## config.mk

```make
export PLATFORM = sky130hd
export DESIGN_NAME = uart_pgm_loader
export DESIGN_NICKNAME = d
export VERILOG_FILES = /design/src/rtl/uart_pgm_loader.sv
export SDC_FILE = /design/constraint.sdc
export NUM_CORES = 1
export LEC_CHECK = 0
export BUFFER_PORTS_ARGS = -buffer_cell sky130_fd_sc_hd__buf_2
export CAP_MARGIN = 0
export CORE_MARGIN = 4
export CORE_UTILIZATION = 24
export DETAILED_ROUTE_END_ITERATION = 8
export SLEW_MARGIN = 0
export SYNTH_ARGS = -nofsm -noshare
export SYNTH_HDL_FRONTEND = slang
export SYNTH_SLANG_ARGS = --single-unit
```

## constraint.sdc

```tcl
create_clock -name clk -period 4.6 [get_ports clk]
set_clock_uncertainty 0.1 [all_clocks]
set_input_delay 0.23 -clock clk [delete_from_list [all_inputs] [get_ports clk]]
set_output_delay 0.23 -clock clk [all_outputs]
set_load 0.02 [all_outputs]
```

## src/rtl/uart_pgm_loader.sv

```systemverilog
// UART (8N1) boot loader: receives a framed program image and writes 16-bit words
// into RAM through the programming port (pgm / pgm_addr / pgm_data / pg_wr).
module uart_pgm_loader #(
  parameter int unsigned CLKS_PER_BIT = 434,
  parameter logic [15:0] ADDR_BASE    = 16'h0000,
  parameter int unsigned WR_HIGH      = 4,
  parameter int unsigned WR_LOW       = 4
) (
  input  logic        clk,
  input  logic        rst,
  input  logic        rx,
  output logic        pgm,
  output logic [15:0] pgm_addr,
  output logic [15:0] pgm_data,
  output logic        pg_wr,
  output logic        busy,
  output logic        done,
  output logic        err
);

  if (CLKS_PER_BIT < 8) begin : g_bad_cpb
    $error("uart_pgm_loader: CLKS_PER_BIT must be at least 8");
  end
  if (WR_HIGH < 2 || WR_LOW < 2) begin : g_bad_wr
    $error("uart_pgm_loader: WR_HIGH and WR_LOW must be at least 2");
  end
  if (WR_HIGH + WR_LOW >= 10 * CLKS_PER_BIT) begin : g_bad_ratio
    $error("uart_pgm_loader: write cycle must be shorter than one UART byte");
  end

  localparam int unsigned CNT_W  = $clog2(CLKS_PER_BIT + 1);
  localparam int unsigned WCNT_W = $clog2(WR_HIGH + WR_LOW + 1);
  localparam logic [CNT_W-1:0]  BIT_LAST  = CNT_W'(CLKS_PER_BIT - 1);
  localparam logic [CNT_W-1:0]  HALF_LAST = CNT_W'(CLKS_PER_BIT / 2 - 1);
  localparam logic [WCNT_W-1:0] WH_LAST   = WCNT_W'(WR_HIGH - 1);
  localparam logic [WCNT_W-1:0] WL_END    = WCNT_W'(WR_LOW);
  localparam logic [7:0]        SYNC_BYTE = 8'hA5;

  typedef enum logic [1:0] {RX_IDLE, RX_START, RX_DATA, RX_STOP} rx_state_e;
  typedef enum logic [3:0] {
    S_IDLE, S_LEN_HI, S_LEN_LO, S_DATA_HI, S_DATA_LO,
    S_WR_PULSE, S_WR_GAP, S_CHK, S_DONE, S_ERR
  } state_e;

  // ---------------- receiver ----------------
  logic             rx_meta_q, rx_sync_q, rx_prev_q;
  rx_state_e        rx_state_q, rx_state_d;
  logic [CNT_W-1:0] rx_cnt_q, rx_cnt_d;
  logic [2:0]       rx_bit_q, rx_bit_d;
  logic [7:0]       rx_shift_q, rx_shift_d;
  logic             byte_valid, frame_err;

  // NOTE: sequential state is updated with non-blocking (<=) so every flop samples
  // pre-edge values regardless of process evaluation order.
  always_ff @(posedge clk) begin
    if (rst) begin
      rx_meta_q  <= 1'b1;
      rx_sync_q  <= 1'b1;
      rx_prev_q  <= 1'b1;
      rx_state_q <= RX_IDLE;
      rx_cnt_q   <= '0;
      rx_bit_q   <= '0;
      rx_shift_q <= '0;
    end else begin
      rx_meta_q  <= rx;
      rx_sync_q  <= rx_meta_q;
      rx_prev_q  <= rx_sync_q;
      rx_state_q <= rx_state_d;
      rx_cnt_q   <= rx_cnt_d;
      rx_bit_q   <= rx_bit_d;
      rx_shift_q <= rx_shift_d;
    end
  end

  // NOTE: every variable assigned in always_comb gets a default first; a path that
  // leaves one unassigned would infer a latch.
  always_comb begin
    rx_state_d = rx_state_q;
    rx_cnt_d   = rx_cnt_q;
    rx_bit_d   = rx_bit_q;
    rx_shift_d = rx_shift_q;
    byte_valid = 1'b0;
    frame_err  = 1'b0;
    unique case (rx_state_q)
      RX_IDLE: begin
        if (rx_prev_q && !rx_sync_q) begin
          rx_state_d = RX_START;
          rx_cnt_d   = '0;
        end
      end
      RX_START: begin
        if (rx_cnt_q == HALF_LAST) begin
          rx_cnt_d   = '0;
          rx_bit_d   = '0;
          rx_state_d = rx_sync_q ? RX_IDLE : RX_DATA;
        end else begin
          rx_cnt_d = rx_cnt_q + 1'b1;
        end
      end
      RX_DATA: begin
        if (rx_cnt_q == BIT_LAST) begin
          rx_cnt_d   = '0;
          rx_shift_d = {rx_sync_q, rx_shift_q[7:1]};
          if (rx_bit_q == 3'd7) rx_state_d = RX_STOP;
          else                  rx_bit_d   = rx_bit_q + 3'd1;
        end else begin
          rx_cnt_d = rx_cnt_q + 1'b1;
        end
      end
      RX_STOP: begin
        if (rx_cnt_q == BIT_LAST) begin
          rx_state_d = RX_IDLE;
          byte_valid = rx_sync_q;
          frame_err  = !rx_sync_q;
        end else begin
          rx_cnt_d = rx_cnt_q + 1'b1;
        end
      end
      default: rx_state_d = RX_IDLE;
    endcase
  end

  // Holding register also carries framing errors so they are acted on in byte order.
  logic [7:0] hold_q, hold_d;
  logic       hold_full_q, hold_full_d, hold_ferr_q, hold_ferr_d;
  logic       consume;

  always_comb begin
    hold_d      = hold_q;
    hold_full_d = hold_full_q && !consume;
    hold_ferr_d = hold_ferr_q;
    if (byte_valid) begin
      hold_d      = rx_shift_q;
      hold_full_d = 1'b1;
      hold_ferr_d = 1'b0;
    end else if (frame_err) begin
      hold_full_d = 1'b1;
      hold_ferr_d = 1'b1;
    end
  end

  // ---------------- loader FSM ----------------
  state_e            state_q, state_d;
  logic [15:0]       len_q, len_d, idx_q, idx_d, addr_q, addr_d, data_q, data_d;
  logic [7:0]        chk_q, chk_d;
  logic [WCNT_W-1:0] wcnt_q, wcnt_d;
  logic              pgm_q, pgm_d, pg_wr_q, pg_wr_d, busy_q, busy_d;
  logic              done_q, done_d, err_q, err_d;

  always_ff @(posedge clk) begin
    if (rst) begin
      hold_q      <= '0;
      hold_full_q <= 1'b0;
      hold_ferr_q <= 1'b0;
      state_q     <= S_IDLE;
      len_q       <= '0;
      idx_q       <= '0;
      addr_q      <= '0;
      data_q      <= '0;
      chk_q       <= '0;
      wcnt_q      <= '0;
      pgm_q       <= 1'b0;
      pg_wr_q     <= 1'b0;
      busy_q      <= 1'b0;
      done_q      <= 1'b0;
      err_q       <= 1'b0;
    end else begin
      hold_q      <= hold_d;
      hold_full_q <= hold_full_d;
      hold_ferr_q <= hold_ferr_d;
      state_q     <= state_d;
      len_q       <= len_d;
      idx_q       <= idx_d;
      addr_q      <= addr_d;
      data_q      <= data_d;
      chk_q       <= chk_d;
      wcnt_q      <= wcnt_d;
      pgm_q       <= pgm_d;
      pg_wr_q     <= pg_wr_d;
      busy_q      <= busy_d;
      done_q      <= done_d;
      err_q       <= err_d;
    end
  end

  always_comb begin
    state_d = state_q;
    len_d   = len_q;
    idx_d   = idx_q;
    addr_d  = addr_q;
    data_d  = data_q;
    chk_d   = chk_q;
    wcnt_d  = wcnt_q;
    pgm_d   = pgm_q;
    busy_d  = busy_q;
    err_d   = err_q;
    pg_wr_d = 1'b0;
    done_d  = 1'b0;
    consume = 1'b0;
    unique case (state_q)
      S_IDLE: begin
        if (hold_full_q) begin
          consume = 1'b1;
          if (!hold_ferr_q && hold_q == SYNC_BYTE) begin
            err_d   = 1'b0;
            busy_d  = 1'b1;
            pgm_d   = 1'b1;
            len_d   = '0;
            idx_d   = '0;
            chk_d   = '0;
            addr_d  = ADDR_BASE;
            state_d = S_LEN_HI;
          end
        end
      end
      S_LEN_HI, S_LEN_LO, S_DATA_HI, S_DATA_LO, S_CHK: begin
        if (hold_full_q) begin
          consume = 1'b1;
          if (hold_ferr_q) begin
            state_d = S_ERR;
          end else begin
            unique case (state_q)
              S_LEN_HI: begin
                len_d   = {hold_q, len_q[7:0]};
                state_d = S_LEN_LO;
              end
              S_LEN_LO: begin
                len_d   = {len_q[15:8], hold_q};
                state_d = (len_d == 16'd0) ? S_CHK : S_DATA_HI;
              end
              S_DATA_HI: begin
                data_d  = {hold_q, data_q[7:0]};
                chk_d   = chk_q ^ hold_q;
                state_d = S_DATA_LO;
              end
              S_DATA_LO: begin
                data_d  = {data_q[15:8], hold_q};
                chk_d   = chk_q ^ hold_q;
                wcnt_d  = '0;
                state_d = S_WR_PULSE;
              end
              default: state_d = (hold_q == chk_q) ? S_DONE : S_ERR;
            endcase
          end
        end
      end
      S_WR_PULSE: begin
        // pg_wr is registered, so it trails this state by one cycle: address and
        // data latched in DATA_LO are stable a cycle before the rising edge.
        pg_wr_d = 1'b1;
        if (wcnt_q == WH_LAST) begin
          wcnt_d  = '0;
          state_d = S_WR_GAP;
        end else begin
          wcnt_d = wcnt_q + 1'b1;
        end
      end
      S_WR_GAP: begin
        if (wcnt_q == WL_END) begin
          idx_d   = idx_q + 16'd1;
          addr_d  = addr_q + 16'd1;
          state_d = (idx_d == len_q) ? S_CHK : S_DATA_HI;
        end else begin
          wcnt_d = wcnt_q + 1'b1;
        end
      end
      S_DONE: begin
        done_d  = 1'b1;
        pgm_d   = 1'b0;
        busy_d  = 1'b0;
        state_d = S_IDLE;
      end
      S_ERR: begin
        err_d   = 1'b1;
        pgm_d   = 1'b0;
        busy_d  = 1'b0;
        state_d = S_IDLE;
      end
      default: state_d = S_IDLE;
    endcase
  end

  assign pgm      = pgm_q;
  assign pgm_addr = addr_q;
  assign pgm_data = data_q;
  assign pg_wr    = pg_wr_q;
  assign busy     = busy_q;
  assign done     = done_q;
  assign err      = err_q;

endmodule

```

[Yosys cells after proc, flatten, opt, wreduce, memory -nomap -nowiden]
Index checks and enable logic that the tools add are counted.
Widths: inputs -> output; s select.
Storage, ports and cells
  register bits: 119
  output and inout bits: 37
  logic and storage cells: 172
Operators by class
  $add $sub $neg: 5
  equal/unequal tests: 40
  multiplexer cells: 66
  bitwise gates (word level): 4
  reductions and logical operators: 34
Operators with widths (number)
  $pmux 16 s2: 5
  $mux 16: 6
  $mux 4: 11
  $mux 8: 5
  $ne 2x2->1 const B: 20
  $mux 9: 4
  $pmux 9 s4: 1
  $add 16x1->16 const B: 2
  $pmux 4 s4: 2
  $reduce_and 5->1: 5
  $eq 4x3->1 const B: 5
  $eq 16x16->1: 1
  $logic_not 16->1: 1
  $pmux 8 s2: 1
  $mux 1: 15
  $mux 3: 5
  $reduce_and 7->1: 2
  $eq 4x2->1 const B: 3
  $mux 2: 6
  $pmux 4 s3: 1
  $reduce_bool 2->1: 5
  $add 9x1->9 const B: 1
  $eq 9x8->1 const B: 1
  $eq 9x9->1 const B: 1
  other kinds (26): 40

[Depth between registers and ports, before layout]
Gate-level depths: netlist of run 1.
  depth in word-level cells: 7
  depth in mapped cells: 10
  gate-level depth less buffers: 8

[Worst setup path before layout of run 1]
No wires, ideal clock.
  path kind: register -> register
  from: register hold_q[4]
  to: register idx_q[13]
  arrival time: 2.149 ns
  setup slack: 2.223 ns
  cell stages (with the launch flop): 9
  cell sequence: dfxtp_1 buf_2 or4_4 or4_4 o21ai_2 buf_4 o21ai_1 a22oi_1 nor2_1
Between the ends
  longest elaborated chain between the ends: 4
RTL lines
  start: declaration: RTL line 124  | logic [7:0] hold_q, hold_d;
  start signal: assignment: RTL line 168  | hold_q <= hold_d;
  $eq 8x8->1: RTL line 204  | if (!hold_ferr_q && hold_q == SYNC_BYTE) begin
  $logic_and 1x1->1: RTL line 204
  $ne 2x2->1 (no line)
  $reduce_and 4->1 (no line)
  end signal: assignment: RTL line 173  | idx_q <= idx_d;
  end: declaration: RTL line 144  | logic [15:0] len_q, len_d, idx_q, idx_d, addr_q, addr_d, data_q, data_d;
No other way between the ends.
A chain may end at the register's enable or synchronous reset.

[Worst setup path in the final report of run 1]
  from: register state_q[2]
  to: register wcnt_q[3]
Between the ends
  longest elaborated chain between the ends: 4
  elaborated cells on any way between the ends: 15
  those cells by class: eq/ne (11); mux (1); reduce/logical (3)
RTL lines
  start: declaration: RTL line 143  | state_e state_q, state_d;
  start signal: assignment: RTL line 171  | state_q <= state_d;
  $eq 4x2->1 (tied with other cells): RTL line 200  | unique case (state_q)
  $reduce_or 5->1: RTL line 200
  $ne 2x2->1 (no line) / $reduce_bool 3->1 (equally long branches)
  $reduce_and 5->1 (no line)
  end signal: assignment: RTL line 177  | wcnt_q <= wcnt_d;
  end: declaration: RTL line 146  | logic [WCNT_W-1:0] wcnt_q, wcnt_d;
Several ways; a longest one is shown, not always the timed one.

==> results of run 1 <==
-- routing by layer --
layer	global-route usage	wire length (µm)	vias to the layer above	share of wire
li1	-	-	2628	-
met1	0.141	6900	2395	0.47
met2	0.177	6910	77	0.47
met3	0.0370	620	17	0.042
met4	0.0382	248	0	0.017
met5	0	0	-	0
-- final cells by class --
type / instances / area [µm²] / share of cell area
Multi-Input combinational cell: 560 / 3290 / 0.469
Inverter: 21 / 78.8 / 0.0113
Timing Repair Buffer: 42 / 223 / 0.0318
Clock buffer: 22 / 484 / 0.0691
Sequential cell: 119 / 2380 / 0.340
Clock inverter: 10 / 143 / 0.0204
Tap cell: 324 / 405 / 0.0579
-- cell families (layout without fill, tap and decap cells) --
kind of cell    after synthesis  count (layout)
compound gates              144             144
xor+xnor                     47              47
fa+ha+maj                     9               9
buf+inv                      66              95
flops                       119             119
mux                          13              13
simple gates                347             347
-- power groups by stage --
stage / logic, µW / registers, µW / clock network [µW]
global placement: 220 / 1090 / 0
CTS: 219 / 1070 / 1420
detailed placement: 218 / 1090 / 0
floorplan: 205 / 1060 / 0
finish: 219 / 1070 / 1390
global route: 246 / 1070 / 1470
-- cells in the mapped netlist, drive strengths merged, types with 3 or more instances --
cell / count / area share
o21ai: 31 / 0.027
clkbuf: 34 / 0.021
nor2: 89 / 0.057
nand2: 97 / 0.061
nor3b: 4 / 0.0051
and2: 8 / 0.0084
a2111oi: 3 / 0.0044
a21oi: 73 / 0.064
mux2i: 13 / 0.022
o31a: 8 / 0.012
nand3b: 6 / 0.0076
nor4: 14 / 0.018
and3: 7 / 0.0074
or3: 7 / 0.0074
xor2: 23 / 0.034
nor3: 16 / 0.013
a211oi: 5 / 0.0063
nor2b: 19 / 0.020
nor4b: 4 / 0.0084
xnor2: 24 / 0.035
buf: 11 / 0.011
nand3: 36 / 0.030
or2: 7 / 0.0074
nand4: 14 / 0.015
inv: 20 / 0.013
a31oi: 4 / 0.0042
ha: 9 / 0.019
or4: 3 / 0.0051
dfxtp: 119 / 0.40
nand4bb: 4 / 0.010
nand2b: 6 / 0.0063
-- registers in the layout, indices dropped and copies added, names as in the netlist, 3 cells and up, named ones only --
register,flops
rx_bit_q,3
pgm_addr,16
rx_cnt_q,9
wcnt_q,4
rx_shift_q,8
hold_q,8
chk_q,8
state_q,4
pgm_data,16
idx_q,16
len_q,16
-- how the worst max path moves through the flow --
| stage | to | slack, ns | cells after the start |
|---|---|---|---|
| detailed placement | wcnt_q[3] | 1.75 | 6 |
| global route | wcnt_q[3] | 1.47 | 6 |
| CTS | wcnt_q[3] | 1.72 | 6 |
| floorplan | idx_q[13] | 2.22 | 8 |
| finish | wcnt_q[3] | 1.76 | 6 |
| global placement | wcnt_q[3] | 1.74 | 6 |
-- worst register-to-register path, stage by stage (launching register included) --
cell and delay, ns:
dfxtp_1 0.64, nor4b_4 0.66, nand2_1 0.38, a31oi_1 0.49, nand4_1 0.18, xor2_1 0.17
nor4_1 0.14
-- layout by cell type, fill, tap and decap left out, types with 5 or more instances in the layout --
| cell | n |
|---|---|
| dfxtp_1 | 119 |
| nand2_1 | 97 |
| nor2_1 | 88 |
| a21oi_1 | 71 |
| buf_2 | 38 |
| nand3_1 | 36 |
| xnor2_1 | 24 |
| xor2_1 | 23 |
| o21ai_0 | 23 |
| inv_1 | 20 |
| nor2b_1 | 19 |
| clkbuf_16 | 17 |
| nor3_1 | 16 |
| nand4_1 | 14 |
| mux2i_1 | 13 |
| nor4_1 | 12 |
| ha_1 | 9 |
| o31a_1 | 8 |
| and3_1 | 7 |
| and2_1 | 7 |
| or3_1 | 7 |
| or2_2 | 7 |
| o21ai_1 | 7 |
| nand2b_1 | 6 |
| nand3b_1 | 6 |
| a211oi_1 | 5 |
-- what timing repair did --
item	4_1_cts	5_1_grt
setup buffers	0	0
hold endpoints to repair	1	0
hold buffers	1	0
-- metrics by stage --
stage          total power (µW)  setup slack [ns]
6_report                   2680              1.76
5_1_grt                    2790              1.47
4_1_cts                    2700              1.72
3_5_place_dp               1310              1.75
3_3_place_gp               1310              1.74
2_1_floorplan              1270              2.22
==> run summary, run 1 <==
Status: finished clean
Drt wl/cell: 13.4 µm
WHS Endpoint: rx_sync_q
Syn nets: 757
CTS tree: yes
Final setup fails: 0
Starting DRT DRC Count: 273
Worst-Skew Late Latency: 0.42 ns
Final HPWL from detailed placement: 10100 µm
I/O Pins: 40
Worst EP arrival: 3.07 ns
Post-synth top flop: dfxtp_1
Post-route DRC: 0
Largest family of logic cells by synthesized area: simple AND/OR/NAND/NOR gates
Vias: 5117
CP Launch Point: state_q[2]
Peak supply drop: 0.000283 V
Async set-or-reset flop fraction in the synthesized netlist: 0
Simple-Gate Fraction of Synth Area: 0.298
Final #Nets: 773
Int Pwr: 2010 µW
H-tree levels: 4
Final Non-Filler Cells: 1098
Area of the die: 27300 µm²
Clock sink count: 119
TNS Setup: 0 ns
Fmax: 0.352 GHz
HP Class: flip-flop to flip-flop
Share of cells above drive strength 1: 0.116
Switching share of power: 0.248
Slew @ Worst Pin: 1.03 ns
First-pass GRT wire length: 24100 µm
Ys Warns: 0
Power Density: 383 nW/µm²
DR pass1 iterations: 5
Rows: 57
Number of global-route vias before repair: 4683
Logic pwr share: 0.082
Worst Hold Depth: 1
Net Sw Power: 664 µW
Adder-Cell Fraction of Synth Area: 0.0190
Fillers: 2612
Post-synthesis xor/xnor area fraction: 0.0693
Clk buf depth: 2
Reg-to-reg critical path startpoint: state_q[2]
Post-synthesis mux area share: 0.0219
Final min period: 2.84 ns
Hold wc startpoint: rx_meta_q
Fraction of the mapped netlist area in compound gates: 0.146
Req. time, crit path: 4.83 ns
Resized Gates After CTS: 0
Maxcap violations: 0
Crit path max fanout: 16
DR vias/cell: 4.66
Antenna cells: 0
Placed insts: 1065
Minimum hold slack: 0.319 ns
Post-layout util: 0.288
Max Slew Vio Count: 0
Reg2Reg Depth: 6
Die height: 165 µm
Final RePlAce weighted congestion: 0.827
Distinct cells, synth: 64
Reg power frac: 0.399
Final antenna-violating net count: 0
Cell breakdown of the critical path: nor4b_4 > nand2_1 > a31oi_1 > nand4_1 > xor2_1 > nor4_1
Flop-to-flop setup slack: 1.76 ns
Die Wd: 165 µm
Starting Density: 0.244
Mapped Cells: 745
Port bufs: 39
Post-route cell area: 7000 µm²
RSZ-0062 raised after global routing: false
Core box area: 24300 µm²
Avg Cell Area, Syn: 7.97 µm²
Routed WL: 14700 µm
Fin. Hold Viols: 0
Clock power share: 0.520
CP max-delay cell: nor4b_4
Leak: 0.00250 µW
Fin crit share: 0.618
Reg clk slew, reported paths: 0.05 ns
Yosys reg bits: 119
Worst Path Buf+Inv: 0
Largest net degree at the start of global routing: 100
CP Launch Type: flip-flop
Post-synthesis sequential area ratio: 0.401
Layout area overhead: 17.9%
Gr usage total: 0.111
Clk root buf: clkbuf_16
CP peak stage delay: 0.66 ns
Slew headroom: 0.311
Crit path kind: flip-flop to flip-flop
CP top delay family: simple AND/OR/NAND/NOR gates
Global route overflow: 0
Setup crit end kind: flip-flop
Num CTS Buffers: 17
Reg2reg end: wcnt_q[3]
Number of flops mapped to enable cells by yosys: 0
Post-synthesis cell area: 5940 µm²
Placed cell areas: 6370 µm²
Initial antenna violation count: 0
Note: power is estimated with default switching activity, not from simulation.
==> run 2, diff against run 1 <==
==> constraint.sdc (replaced) <==
create_clock -name clk -period 2.4 [get_ports clk]
set_clock_uncertainty 0.1 [all_clocks]
set_input_delay 0.12 -clock clk [delete_from_list [all_inputs] [get_ports clk]]
set_output_delay 0.12 -clock clk [all_outputs]
set_load 0.02 [all_outputs]
==> run 2 against run 1 <==
Sequential power rose by 87%. Non-clock buffer count rose by 59. Fmax rose by 24%. Final cell count rose by 5.3%. Sequential share of layout area fell by 2.1 points. Clock power rose by 81%. Combinational power rose to 2.7 times the previous value. Largest power group unchanged. Highest routed layer unchanged.
==> run summary, run 2 (synthesis results as in run 1) <==
Area of the die: 27300 µm²
Most common cell after layout, fill and taps aside: dfxtp_1
H-tree levels: 4
Global route overflow: 0
Req. time, crit path: 2.59 ns
Fin crit share: 0.957
Die height: 165 µm
First-pass GRT wire length: 25300 µm
Starting DRT DRC Count: 292
Slew headroom: 0.571
Reg clk slew, reported paths: 0.06 ns
Final HPWL from detailed placement: 10800 µm
Post-route DRC: 0
Final antenna-violating net count: 0
Number of global-route vias before repair: 4909
CTS tree: yes
Crit path kind: flip-flop to flip-flop
Port bufs: 39
Drt wl/cell: 13.4 µm
Final setup fails: 0
Leading cell types in the layout, fill and taps excluded: dfxtp_1 (119), nand2_1 (97), nor2_1 (88)
Num CTS Buffers: 17
Power Density: 685 nW/µm²
Clk root buf: clkbuf_16
TNS Setup: 0 ns
Worst Hold Depth: 2
Gr usage total: 0.116
Vias: 5281
Fin. Hold Viols: 0
Worst EP arrival: 2.48 ns
Slew @ Worst Pin: 0.637 ns
Maxcap violations: 0
Peak supply drop: 0.000466 V
Share of cells above drive strength 1: 0.188
Leak: 0.00278 µW
DR pass1 iterations: 5
Final min period: 2.30 ns
CP Launch Type: flip-flop
I/O Pins: 40
Antenna cells: 0
Fmax: 0.435 GHz
Reg2Reg Depth: 7
Clock sink count: 119
Largest net degree at the start of global routing: 53
Routed WL: 15500 µm
Rows: 57
Max Slew Vio Count: 0
Placed cell areas: 6820 µm²
Core box area: 24300 µm²
Final RePlAce weighted congestion: 0.824
Crit path max fanout: 14
Die Wd: 165 µm
Setup crit end kind: flip-flop
Worst-Skew Late Latency: 0.42 ns
HP Class: input pin to flip-flop
Layout area overhead: 25.7%
Postcts setup bufs: 0
Starting Density: 0.244
DR vias/cell: 4.57
Initial antenna violation count: 0
Post-route cell area: 7470 µm²
RSZ-0062 raised after global routing: false
Status: finished clean
Clk buf depth: 2
Final #Nets: 832
## run 2: area by class of cell
class | count | area, µm²
timing repair buffer | 101 | 678
fill | 2568 | 16900
sequential | 119 | 2380
tap | 324 | 405
clock inverter | 11 | 125
multi-input combinational | 560 | 3340
clock buffer | 20 | 457
inverter | 21 | 78.8
## run 2: path summary, 6_finish.rpt
path,startpoint,end,slack [ns]
max,hold_q[1],idx_q[13],0.10
min,rst,pg_wr,0.07
max reg2reg,hold_q[1],idx_q[13],0.10
min reg2reg,rx_meta_q,rx_sync_q,0.32
## run 2: metrics by stage
step	setup WS, ns	instances	hold WS [ns]	power (µW)	utilization
after CTS	0.0221	1156	0.0490	5150	0.305
after floorplan	0.0232	745	0.124	2430	-
after global placement	-0.0651	1124	0.219	2600	0.280
final	0.102	1156	0.0731	5120	0.307
after detailed placement	0.0112	1124	0.218	2600	0.280
after global routing	0.0134	1156	0.0871	5360	0.307
## run 2: layer usage
layer  part of all wire  GRT usage
met3              0.047     0.0323
met1               0.46      0.152
met4              0.013     0.0334
met2               0.48      0.189
met5                  0          0
## run 2: power breakdown
part / switching [µW] / internal [µW]
Sequential: 13.4 / 1990
Combinational: 382 / 211
Clock: 947 / 1570
Total: 1340 / 3780
## run 2: critical path, stage by stage (launching register included)
cell,delay [ns]
dfxtp_1,0.31
or4_4,0.56
or4_4,0.54
o21ai_2,0.19
buf_12,0.16
o21ai_1,0.07
a22oi_1,0.19
nor2_1,0.05
## run 2: repair_timing
action / 4_1_cts / 5_1_grt
hold endpoints to repair: 1 / 0
hold buffers: 1 / 0
gates resized for setup: 2 / 13
pin swaps: 0 / 5
setup endpoints to repair: 2 / 21
